`src/rtl/sync_fifo_flags.sv`:
```
// rtl/sync_fifo_flags.sv - synchronous FIFO with registered occupancy flags and optional FWFT read port
module sync_fifo_flags #(
  parameter int WIDTH    = 8,
  parameter int DEPTH    = 8,
  parameter int AF_LEVEL = DEPTH - 2,
  parameter int AE_LEVEL = 1,
  parameter bit FWFT     = 1'b0
) (
  input  logic                   clk,
  input  logic                   rst_n,
  input  logic                   w_en,
  input  logic                   r_en,
  input  logic [WIDTH-1:0]       data_in,
  output logic [WIDTH-1:0]       data_out,
  output logic                   full,
  output logic                   empty,
  output logic                   almost_full,
  output logic                   almost_empty,
  output logic [$clog2(DEPTH):0] count,
  output logic                   overflow,
  output logic                   underflow
);

  localparam int AW = $clog2(DEPTH);
  localparam int CW = AW + 1;

  logic [WIDTH-1:0] mem [DEPTH];
  logic [AW-1:0]    w_ptr;
  logic [AW-1:0]    r_ptr;
  logic [CW-1:0]    count_next;
  logic             wr_acc;
  logic             rd_acc;

  // Acceptance looks only at the registered flags, so a same-edge read never
  // frees space for a write and a same-edge write never feeds a read.
  assign wr_acc = w_en & ~full;
  assign rd_acc = r_en & ~empty;

  // Occupancy after this edge; both flags and count are derived from it.
  always_comb begin
    count_next = count;
    case ({wr_acc, rd_acc})
      2'b10:   count_next = count + CW'(1);
      2'b01:   count_next = count - CW'(1);
      default: count_next = count;
    endcase
  end

  // Pointers, occupancy, registered flags and error pulses.
  always_ff @(posedge clk or negedge rst_n) begin
    if (!rst_n) begin
      w_ptr        <= '0;
      r_ptr        <= '0;
      count        <= '0;
      full         <= 1'b0;
      empty        <= 1'b1;
      almost_full  <= 1'b0;
      almost_empty <= 1'b1;
      overflow     <= 1'b0;
      underflow    <= 1'b0;
    end else begin
      if (wr_acc) w_ptr <= w_ptr + AW'(1);
      if (rd_acc) r_ptr <= r_ptr + AW'(1);
      count        <= count_next;
      full         <= (count_next == CW'(DEPTH));
      empty        <= (count_next == '0);
      almost_full  <= (count_next >= CW'(AF_LEVEL));
      almost_empty <= (count_next <= CW'(AE_LEVEL));
      overflow     <= w_en & full;
      underflow    <= r_en & empty;
    end
  end

  // Storage array; contents survive reset and are simply ignored afterwards.
  always_ff @(posedge clk) begin
    if (wr_acc) mem[w_ptr] <= data_in;
  end

  generate
    if (FWFT) begin : g_fwft
      // Head word is shown combinationally; blanked while the FIFO is empty.
      assign data_out = empty ? '0 : mem[r_ptr];
    end else begin : g_registered
      logic [WIDTH-1:0] dout_q;

      // Capture the head word on each accepted read; hold otherwise.
      always_ff @(posedge clk or negedge rst_n) begin
        if (!rst_n)      dout_q <= '0;
        else if (rd_acc) dout_q <= mem[r_ptr];
      end

      assign data_out = dout_q;
    end
  endgenerate

endmodule

```
`config.mk`:
```
export PLATFORM = sky130hd
export DESIGN_NAME = sync_fifo_flags
export DESIGN_NICKNAME = d
export VERILOG_FILES = /design/src/rtl/sync_fifo_flags.sv
export SDC_FILE = /design/constraint.sdc
export NUM_CORES = 1
export LEC_CHECK = 0
export CAP_MARGIN = 20
export CORE_AREA = 2 2 111 113
export CTS_CLUSTER_DIAMETER = 120
export DETAILED_ROUTE_END_ITERATION = 6
export DIE_AREA = 0 0 113 115
export SLEW_MARGIN = 0
export SYNTH_ARGS = -nofsm -noshare
export SYNTH_HDL_FRONTEND = slang
export SYNTH_SLANG_ARGS = --single-unit
```
`constraint.sdc`:
```
create_clock -name clk -period 2.74 [get_ports clk]
set_clock_uncertainty 0.05 [all_clocks]
set_input_delay 0.548 -clock clk [delete_from_list [all_inputs] [get_ports clk]]
set_output_delay 0.548 -clock clk [all_outputs]
set_load 0.005 [all_outputs]
```
==> summary.txt <==
Global routing
  – Global route total overflow: 0
  – GR Util All Layers: 0.101
  – Number of global-route vias before repair: 1,725
  – Largest net degree at the start of global routing: 25
  – First-pass GRT wire length: 9.54 mm
  – Initial antenna violation count: 0

CTS
  – Clock buffer depth: 2
  – Clk pin slew, worst setup/hold paths: 60 ps
  – Gates resized, CTS repair: 0
  – Later-pin clock latency in the skew report: 330 ps
  – CTS HTree Levels: 3
  – Cts hold-fix bufs: 0
  – Inserted Clock Buffers: 9
  – CTS sink cnt: 88
  – CTS tree: yes
  – Number of post-CTS setup repair buffers: 0
  – Clock root cell: clkbuf_16

Power and ir drop
  – Clock Power Share: 0.243
  – Leakage: 1.52 nW
  – Power share of the combinational group: 0.320
  – Pwr/cell area: 1040 nW/um^2
  – Switch Pwr: 1.33 mW
  – Sw Share: 0.297
  – Peak supply drop: 0.310 mV
  – Cell Int Power: 3.14 mW
  – Sequential Power Share: 0.436

Logic synthesis
  – Sequential fraction of the synthesis area: 0.730
  – Yosys reg bits: 88
  – Xor and xnor area share after synthesis: 0.0224
  – Mapped Cells: 191
  – Simple-Gate Fraction of Synth Area: 0.0622
  – Post-synth EDFFs: 64
  – Adder-cell share of the synthesized area: 0.0145
  – Synth Area in Compound Gates: 0.0271
  – Synth Warn #: 0
  – Distinct cells, synth: 35
  – Synth Flop Type: edfxtp_1
  – Largest family of logic cells by synthesized area: multiplexers
  – Ys async rst share: 0.273
  – Mux cell area share after synthesis: 0.131
  – Net Count, Synth: 207
  – Syn_area_per_cell: 18.1 um^2
  – Mapped Area: 3460 um^2

Critical path
  – Register-to-Register Path Depth: 9
  – Worst path arrival time: 2720 ps
  – Crit start category: primary input
  – Setup crit end kind: flop
  – Critical Path RT: 2960 ps
  – Worst-path fanout max: 5
  – Critical path class: primary input to flop

Worst hold path
  – Hold Path Depth: 2
  – Hold/Removal Path Class: flop to flop

Route
  – Via Count: 1,798
  – DR vias/cell: 4.58
  – Final wirelength: 6.15 mm
  – TritonRoute pass-1 iters: 6
  – Antenna Nets Post-Route: 0
  – # DRC: 4
  – DR iter-0 viols: 76
  – Avg WL per Cell: 15.7 um

Run status
  – Run status: complete, but fails checks
  – Violated checks: design-rule violations

Placed design
  – Pre-CTS WS: -102 ps
  – Placer Congestion: 0.762
  – HPWL Detailed: 3.85 mm
  – Placed insts: 377
  – Port buffer count: 29

Run
  – # Max-Cap Violations: 0

Final layout
  – Ant diodes: 0
  – Post-Layout Cell Count: 393
  – Layout Nets: 257
  – Area grow syn2layout: 24.2%
  – Layout cells sized above 1: 0.228

Floorplan
  – Initial core utilization: 0.293
  – Die ar.: 13,000 um^2
  – Core area: 11,800 um^2
  – I/O Pins: 30
  – Row count: 40
  – Chip height: 115 um
  – Die W: 113 um

STA
  – Max-slew headroom: 0.620
  – Tightest Pin Transition: 569 ps
  – Period minus WS final: 2510 ps
  – Final setup TNS: 0 ps
  – Final setup fails: 0
  – Final period utilization: 0.914
  – Post-route setup slack: 235 ps
  – Fmax: 399 MHz
  – Unrepaired setup endpoints after global routing: no
  – Hold Fails Final Rpt: 0
  – Slew Viols, Final: 0
## synthesized netlist by cell type, drive strengths merged, types with 3 or more instances
cell / instances / area share
nor2: 3 / 0.0033
xnor2: 6 / 0.015
nor3: 7 / 0.010
clkbuf: 4 / 0.0043
mux4: 16 / 0.10
o21ai: 9 / 0.013
nand2b: 3 / 0.0076
nand2: 19 / 0.021
edfxtp: 64 / 0.56
mux2i: 8 / 0.023
dfrtp: 22 / 0.16
ha: 4 / 0.014
buf: 4 / 0.0061
## logic make-up after synthesis
family / count (synthesis)
XOR/XNOR: 8
flip-flops: 88
buffers and inverters: 10
multiplexers: 25
adder cells (fa/ha/maj): 4
AO/OA/AOI/OAI: 15
AND/OR/NAND/NOR: 41
## power by group through the flow
stage	combinational (mW)	sequential, mW	clock, mW
2_1_floorplan	0.902	1.92	0
3_3_place_gp	1.43	1.97	0
3_5_place_dp	1.45	1.98	0
4_1_cts	1.46	1.96	1.12
5_1_grt	1.56	1.99	1.19
6_report	1.43	1.95	1.09
## routing by layer
layer	wire (um)	track usage	vias up
met1	3050	0.139	910
met5	0	0	-
met3	294	0.0385	7
li1	-	-	836
met4	70	0.0390	0
met2	2740	0.146	45
## worst max-delay path, stage by stage
cell             delay, ps
clkdlybuf4s50_1        470
nor2b_1                260
inv_4                   60
ha_1                   220
buf_4                  140
a21oi_1                170
a21boi_0               200
nor3_1                  80
xor2_1                 370
a21o_2                 200
## per-stage QoR
stage | hold WS, ps | area (um^2) | util | power, mW
after floorplan | 202 | 3460 | - | 2.83
after global placement | 412 | 4030 | 0.341 | 3.40
after detailed placement | 420 | 4030 | 0.341 | 3.43
after CTS | 435 | 4300 | 0.364 | 4.54
after global routing | 447 | 4300 | 0.364 | 4.74
final | 424 | 4300 | 0.364 | 4.47
## registers in the layout (all words and copies together), names as in the netlist
name	count
almost_full	1
overflow	1
count	4
mem	64
data_out	8
almost_empty	1
w_ptr	3
full	1
r_ptr	3
underflow	1
empty	1
## cell usage in the layout (no fill, tap or decap), types with 2 or more instances in the layout
cell type,Yosys,routed
edfxtp_1,64,64
clkdlybuf4s50_1,0,29
dfrtp_1,22,22
nand2_1,19,19
buf_4,1,18
mux4_2,16,16
clkbuf_16,0,9
mux2i_1,8,8
o21ai_0,8,8
nor3_1,7,7
xnor2_1,6,6
ha_1,4,4
nor2_1,3,3
nor3b_1,2,2
nand2b_1,2,2
nor4_1,2,2
and2_1,2,2
dfstp_2,2,2
clkinvlp_4,0,2
clkbuf_1,4,2
## final cells by class
type                       count  area, um^2
clock buffer                  11         233
clock inverter                 5        32.5
fill                        1121        7510
inverter                       2        10.0
multi-input combinational     93         888
sequential                    88        2520
tap                          147         184
timing repair buffer          47         425
## path summary, 6_finish.rpt
path	slack, ps	start	end
min in group asynchronous	520	rst_n	w_ptr[2]
max reg2reg	530	empty	almost_full
max	230	w_en	almost_full
max in group asynchronous	1820	rst_n	empty
min reg2reg	420	data_out[5]	data_out[5]
min	420	data_out[5]	data_out[5]
Power figures use the tool's default switching activity.
